## src/rtl/mem_port_arbiter.sv

```systemverilog
// Round-robin arbiter sharing the memory controller CPU port between the
// instruction-fetch and load/store requesters; rejects misaligned data accesses.
module mem_port_arbiter #(
    parameter int DATA_WIDTH   = 32,
    parameter int READ_LATENCY = 1
) (
    input  logic                  clk,
    input  logic                  reset,
    input  logic                  if_req,
    input  logic [DATA_WIDTH-1:0] if_addr,
    output logic                  if_ready,
    output logic                  if_resp_valid,
    output logic [DATA_WIDTH-1:0] if_rdata,
    input  logic                  d_req,
    input  logic                  d_store,
    input  logic [DATA_WIDTH-1:0] d_addr,
    input  logic [DATA_WIDTH-1:0] d_wdata,
    input  logic [1:0]            d_length,
    input  logic                  d_unsigned,
    output logic                  d_ready,
    output logic                  d_resp_valid,
    output logic [DATA_WIDTH-1:0] d_rdata,
    output logic                  d_err,
    output logic [DATA_WIDTH-1:0] mem_address,
    output logic [DATA_WIDTH-1:0] mem_wdata,
    output logic [1:0]            mem_length,
    output logic                  mem_unsigned,
    output logic                  mem_store,
    output logic                  mem_load,
    input  logic [DATA_WIDTH-1:0] mem_rdata
);

    typedef enum logic [1:0] {
        ST_IDLE   = 2'd0,
        ST_ACCESS = 2'd1,
        ST_ERROR  = 2'd2
    } state_t;

    localparam logic       OWNER_FETCH = 1'b0;
    localparam logic       OWNER_DATA  = 1'b1;
    localparam logic [2:0] LAT_M1      = 3'(READ_LATENCY - 1);

    // Length 2 is never legal; halves need even and words need 4-byte alignment.
    function automatic logic misaligned(input logic [1:0] len, input logic [1:0] addr_lo);
        logic bad;
        case (len)
            2'd0:    bad = 1'b0;
            2'd1:    bad = addr_lo[0];
            2'd3:    bad = (addr_lo != 2'd0);
            default: bad = 1'b1;
        endcase
        return bad;
    endfunction

    state_t                state_q, state_d;
    logic                  last_grant_q, last_grant_d;
    logic                  owner_q, owner_d;
    logic                  is_store_q, is_store_d;
    logic [2:0]            cnt_q, cnt_d;
    logic [DATA_WIDTH-1:0] mem_address_q, mem_address_d;
    logic [DATA_WIDTH-1:0] mem_wdata_q, mem_wdata_d;
    logic [1:0]            mem_length_q, mem_length_d;
    logic                  mem_unsigned_q, mem_unsigned_d;
    logic                  if_resp_valid_q, if_resp_valid_d;
    logic [DATA_WIDTH-1:0] if_rdata_q, if_rdata_d;
    logic                  d_resp_valid_q, d_resp_valid_d;
    logic [DATA_WIDTH-1:0] d_rdata_q, d_rdata_d;
    logic                  d_err_q, d_err_d;
    logic                  grant_if_s, grant_d_s;

    // On a tie the requester that was not granted last wins.
    always_comb begin
        grant_if_s = (state_q == ST_IDLE) && if_req && (!d_req || (last_grant_q == OWNER_DATA));
        grant_d_s  = (state_q == ST_IDLE) && d_req && (!if_req || (last_grant_q == OWNER_FETCH));
    end

    assign if_ready      = grant_if_s;
    assign d_ready       = grant_d_s;
    assign mem_load      = (state_q == ST_ACCESS) && !is_store_q;
    assign mem_store     = (state_q == ST_ACCESS) && is_store_q;
    assign mem_address   = mem_address_q;
    assign mem_wdata     = mem_wdata_q;
    assign mem_length    = mem_length_q;
    assign mem_unsigned  = mem_unsigned_q;
    assign if_resp_valid = if_resp_valid_q;
    assign if_rdata      = if_rdata_q;
    assign d_resp_valid  = d_resp_valid_q;
    assign d_rdata       = d_rdata_q;
    assign d_err         = d_err_q;

    // Next-state and access sequencing.
    always_comb begin
        state_d         = state_q;
        last_grant_d    = last_grant_q;
        owner_d         = owner_q;
        is_store_d      = is_store_q;
        cnt_d           = cnt_q;
        mem_address_d   = mem_address_q;
        mem_wdata_d     = mem_wdata_q;
        mem_length_d    = mem_length_q;
        mem_unsigned_d  = mem_unsigned_q;
        if_resp_valid_d = 1'b0;
        if_rdata_d      = if_rdata_q;
        d_resp_valid_d  = 1'b0;
        d_rdata_d       = d_rdata_q;
        d_err_d         = 1'b0;
        case (state_q)
            ST_IDLE: begin
                if (grant_if_s) begin
                    owner_d        = OWNER_FETCH;
                    last_grant_d   = OWNER_FETCH;
                    is_store_d     = 1'b0;
                    cnt_d          = LAT_M1;
                    mem_address_d  = if_addr;
                    mem_length_d   = 2'd3;
                    mem_unsigned_d = 1'b1;
                    state_d        = ST_ACCESS;
                end else if (grant_d_s) begin
                    owner_d      = OWNER_DATA;
                    last_grant_d = OWNER_DATA;
                    if (misaligned(d_length, d_addr[1:0])) begin
                        state_d = ST_ERROR;
                    end else begin
                        is_store_d     = d_store;
                        cnt_d          = LAT_M1;
                        mem_address_d  = d_addr;
                        mem_wdata_d    = d_wdata;
                        mem_length_d   = d_length;
                        mem_unsigned_d = d_unsigned;
                        state_d        = ST_ACCESS;
                    end
                end else begin
                    state_d = ST_IDLE;
                end
            end
            ST_ACCESS: begin
                if (is_store_q) begin
                    d_resp_valid_d = 1'b1;
                    d_rdata_d      = '0;
                    state_d        = ST_IDLE;
                end else if (cnt_q == 3'd0) begin
                    if (owner_q == OWNER_FETCH) begin
                        if_resp_valid_d = 1'b1;
                        if_rdata_d      = mem_rdata;
                    end else begin
                        d_resp_valid_d = 1'b1;
                        d_rdata_d      = mem_rdata;
                    end
                    state_d = ST_IDLE;
                end else begin
                    cnt_d = cnt_q - 3'd1;
                end
            end
            ST_ERROR: begin
                d_resp_valid_d = 1'b1;
                d_rdata_d      = '0;
                d_err_d        = 1'b1;
                state_d        = ST_IDLE;
            end
            default: begin
                state_d = ST_IDLE;
            end
        endcase
    end

    // State and output registers; reset abandons any in-flight access.
    always_ff @(posedge clk or posedge reset) begin
        if (reset) begin
            state_q         <= ST_IDLE;
            last_grant_q    <= OWNER_DATA;
            owner_q         <= OWNER_FETCH;
            is_store_q      <= 1'b0;
            cnt_q           <= 3'd0;
            mem_address_q   <= '0;
            mem_wdata_q     <= '0;
            mem_length_q    <= 2'd0;
            mem_unsigned_q  <= 1'b0;
            if_resp_valid_q <= 1'b0;
            if_rdata_q      <= '0;
            d_resp_valid_q  <= 1'b0;
            d_rdata_q       <= '0;
            d_err_q         <= 1'b0;
        end else begin
            state_q         <= state_d;
            last_grant_q    <= last_grant_d;
            owner_q         <= owner_d;
            is_store_q      <= is_store_d;
            cnt_q           <= cnt_d;
            mem_address_q   <= mem_address_d;
            mem_wdata_q     <= mem_wdata_d;
            mem_length_q    <= mem_length_d;
            mem_unsigned_q  <= mem_unsigned_d;
            if_resp_valid_q <= if_resp_valid_d;
            if_rdata_q      <= if_rdata_d;
            d_resp_valid_q  <= d_resp_valid_d;
            d_rdata_q       <= d_rdata_d;
            d_err_q         <= d_err_d;
        end
    end

endmodule

```

## config.mk

```make
export PLATFORM = sky130hd
export DESIGN_NAME = mem_port_arbiter
export DESIGN_NICKNAME = d
export VERILOG_FILES = /design/src/rtl/mem_port_arbiter.sv
export SDC_FILE = /design/constraint.sdc
export NUM_CORES = 1
export LEC_CHECK = 0
export ABC_AREA = 1
export BUFFER_PORTS_ARGS = -buffer_cell sky130_fd_sc_hd__buf_2
export CORE_ASPECT_RATIO = 0.75
export CORE_MARGIN = 4
export CORE_UTILIZATION = 51
export DETAILED_ROUTE_END_ITERATION = 6
export PLACE_DENSITY = 0.85
export SYNTH_ARGS = -nofsm -noshare
export SYNTH_HDL_FRONTEND = slang
export SYNTH_SLANG_ARGS = --single-unit
```

## constraint.sdc

```tcl
create_clock -name clk -period 11.3 [get_ports clk]
set_input_delay 2.26 -clock clk [delete_from_list [all_inputs] [get_ports clk]]
set_output_delay 2.26 -clock clk [all_outputs]
set_load 0.01 [all_outputs]
```

[Yosys cells after proc, flatten, opt, wreduce, memory -nomap -nowiden]
Index checks and enable logic that the tools add are counted.
W data, S select, Z words.
Operators by class
  $add $sub $neg: 1
  equal/unequal tests: 11
  mux-type cells: 43
  bitwise gates (word level): 5
  reduce and logical (&&, ||, !) cells: 24
Operator list (count)
  $mux W32: 6
  $pmux W32 S2: 1
  $mux W1: 19
  $mux W2: 8
  $mux W3: 5
  $ne A3 B3 Y1 const B: 3
  $reduce_and A4 Y1: 2
  $reduce_bool A2 Y1: 4
  $logic_and A1 B1 Y1: 6
  $ne A2 B2 Y1 const B: 3
  $pmux W3 S2: 1
  $reduce_and A3 Y1: 2
  $not A1 Y1: 5
  $reduce_and A5 Y1: 1
  $eq A2 B1 Y1 const B: 2
  $eq A2 B2 Y1 const B: 2
  $logic_not A2 Y1: 2
  $pmux W2 S2: 1
  $logic_not A1 Y1: 3
  $logic_not A3 Y1: 1
  $ne A3 B2 Y1 const B: 1
  $pmux W1 S3: 1
  $sub A3 B1 Y3 const B: 1
  $logic_or A1 B1 Y1: 2
  2 further kinds: 2
Storage, ports and cells
  register bits after elaboration: 142
  input port bits: 136
  output and inout bits: 138
  word-level logic and storage cells: 98

[Longest topological paths before layout]
  depth after elaboration: 10
  mapped depth: 10

[Least setup slack after synthesis]
OpenSTA, ideal clock, no wires.
  path type: in2out
  start: input if_req
  end: output if_ready
  arrival: 2.786 ns
  required time: 9.040 ns
  setup slack: 6.254 ns
  stages: 4
  path buffers: 2
  cells stage by stage: nand2_1 > a21oi_1 > buf_2 > buf_4
Between the ends
  cells in the longest elaborated chain, start to end: 2
RTL lines
  from (decl): RTL line 9  | input logic if_req,
  $logic_and A1 B1 Y1 (2 in a row): RTL line 73  | grant_if_s = (state_q == ST_IDLE) && if_req && (!d_req || (last_grant_q == OWNER_DATA));
  to (decl): RTL line 11  | output logic if_ready,
No other way between the ends.

[Worst setup path after layout]
Ends and elaborated chain as after synthesis.

==> results.yml <==
run_status:
  outcome: "finished clean"
floorplanning:
  num_rows: 33
  start_util: 0.536
  boundaryPins: 274
  die_y_um: 102
  core_area_um2: 11200
  die_x_um: 133
  dieArea_um2: 13600
clock_network:
  clk_pin_slew_ps: 60
  postCtsSetupBuffers: 0
  clock_path_buffers: 2
  cts_hold_buffers: 0
  cts_tree: "built"
  cts_sinks: 142
  cts_max_level: 4
  cts-buffers-inserted: 17
  cts_root_buf: "clkbuf_16"
  worstSkewPairLatency_ps: 410
  postCtsResizedCells: 0
logic_synthesis:
  syn_nets: 877
  synthTopCellsByArea: "dfrtp_1 (59%), nand2_1 (29%), o21ai_0 (3.3%)"
  synth_top_cell_area_share: 0.588
  ys_warn_count: 0
  synth_top_cell_by_area: "dfrtp_1"
  avgSynthCellArea_um2: 8.15
  ys_types: 21
  synth-seq-area-share: 0.593
  syn_area_um2: 6000
  ys_seq_elements: 142
  syn_inst: 736
power_and_ir_drop:
  p_clk_frac: 0.222
  p_leak_nw: 4.72
  pwr-share-seq: 0.375
  vdd_drop_max_mv: 0.145
  power_density_nw_per_um2: 295
  swShare: 0.397
  combinationalPowerShare: 0.404
  internal_power_w: 0.00142
  switchingPower_w: 0.000934
sta:
  fmax_mhz: 199
  fin_skew_ps: 10.6
  hold_ws_ps: 463
  final.setup.tns_ps: 0
  rsz0062_at_grt: "false"
  period_minus_slack_ps: 5030
  period_share: 0.445
  relSlewSlack: 0.258
  timing_hold_violations_final: 0
  drv_slew: 0
  setup_violations: 0
  worst-slew-pin-transition_ps: 1110
global_route:
  grt_max_degree: 74
  grt-ovfl-total: 0
  grt_pass1_vias: 5440
  grt_antenna_before_repair: 0
  grt_pass1_wl_mm: 26.5
  track_usage: 0.243
placed_design:
  dp_hpwl_mm: 11.9
  port_buffers: 273
  gp_congestion: 0.839
  dp_cells: 1136
route:
  vias: 5552
  first_pass_iters: 5
  postRouteAntennaNets: 0
  drt_wl_total_mm: 16.5
  drt_iter0_markers: 244
  vias_per_cell: 4.76
  drc: 0
  wl_per_cell_um: 14.2
critical_path:
  setup.worst_path.class: "in2out"
  path_common_cell: "buf_2"
  required_ps: 9040
  crit_chain: "buf_2, nand2_1, a21oi_2, buf_2"
  cp-end-kind: "output port"
  worst_ep_arrival_time_ps: 2770
  r2r_cells: 10
  cp_max_fo: 2
  slowest_delay_ps: 190
  path_buf_inv: 2
  start_kind: "input port"
  worst_path_max_delay_cell: "a21oi_2"
  cp_top_family: "buffers and inverters"
  worst-path-stages: 4
final_layout:
  diodes: 0
  drive_gt1_frac: 0.316
  finalNonFillerCells: 1166
  nets: 1139
  syn_to_final_growth_pct: 32.8
  final_cell_mix: "nand2_1 (467), buf_2 (273), dfrtp_1 (141), o21ai_0 (40)"
  final_common_cell: "nand2_1"
run:
  maxCapViolations: 0
min_path:
  whs_path_depth: 2
  holdCritPathClass: "reg2reg"
-- stage by stage --
stage	utilization	worst slack [ps]	cell area (um^2)	total power, W
after floorplan	-	5230	6000	0.00145
after global placement	0.662	6240	7410	0.00181
after detailed placement	0.662	6250	7410	0.00185
after CTS	0.712	6250	7970	0.00237
after global routing	0.712	6210	7970	0.00253
final	0.712	6270	7970	0.00235
-- flip-flops by register name (all words and copies together), names as in the netlist, 2 cells and up --
signal / flops
d_rdata: 32
mem_wdata: 32
state_q: 2
if_rdata: 32
mem_address: 32
mem_length: 2
cnt_q: 3
-- synth_stat cells (all sizes together) --
library cell	n
nand3	6
or2	1
a21oi	2
clkbuf	12
dfrtp	141
nand2	468
dfstp	1
nor2	15
clkinv	1
o21ai	41
buf	24
inv	19
ha	5
-- power by group through the flow --
stage | logic (W) | clock network [W] | registers (W)
3_3_place_gp | 0.000929 | 0 | 0.000880
6_report | 0.000950 | 0.000521 | 0.000882
2_1_floorplan | 0.000463 | 0 | 0.000989
3_5_place_dp | 0.000965 | 0 | 0.000881
4_1_cts | 0.000965 | 0.000528 | 0.000881
5_1_grt | 0.00107 | 0.000551 | 0.000909
-- final timing paths --
path	start	slack (ps)	to
max in group asynchronous	reset	8000	mem_address[20]$_DFFE_PP0P_
worst max-delay path	if_req	6270	if_ready
min in group asynchronous	reset	1920	if_rdata[0]$_DFFE_PP0P_
worst min register to register	mem_address[8]$_DFFE_PP0P_	460	mem_address[8]$_DFFE_PP0P_
worst min-delay path	mem_address[8]$_DFFE_PP0P_	460	mem_address[8]$_DFFE_PP0P_
worst max register to register	state_q[0]$_DFFE_PP0P_	8240	mem_address[17]$_DFFE_PP0P_
-- metal layers --
metal / vias to the layer above / global-route usage / part of all wire
met5: - / 0 / 0
met4: 0 / 0.0798 / 0.018
met3: 28 / 0.0748 / 0.088
met2: 226 / 0.404 / 0.48
met1: 2543 / 0.310 / 0.41
li1: 2755 / - / -
-- kinds of logic (layout without fill, tap and decap cells) --
logic type | after synthesis | after routing | synth area share
compound gates | 43 | 43 | 0.0365
fa+ha+maj | 5 | 5 | 0.0104
buf+inv | 56 | 329 | 0.0490
flops | 142 | 142 | 0.593
simple gates | 490 | 490 | 0.311
-- area by class of cell --
cell class	count	area (um^2)
fillers	940	3220
well taps	157	196
clock inverters	9	88.8
multi-input cells	538	2160
repair buffers	279	1410
flip-flops and latches	142	3550
clock buffers	21	470
inverters	20	81.3
-- worst reg2reg max path, cell delays in order, from the launching register on --
cell and delay (ps):
dfrtp_1 350, inv_1 80, ha_1 260, nand2_1 100, a21oi_2 60, buf_4 260
inv_1 730, nand2_1 150, inv_1 720, nand2_1 150, nand2_1 110
No activity file was read; power rests on OpenSTA's default activity.
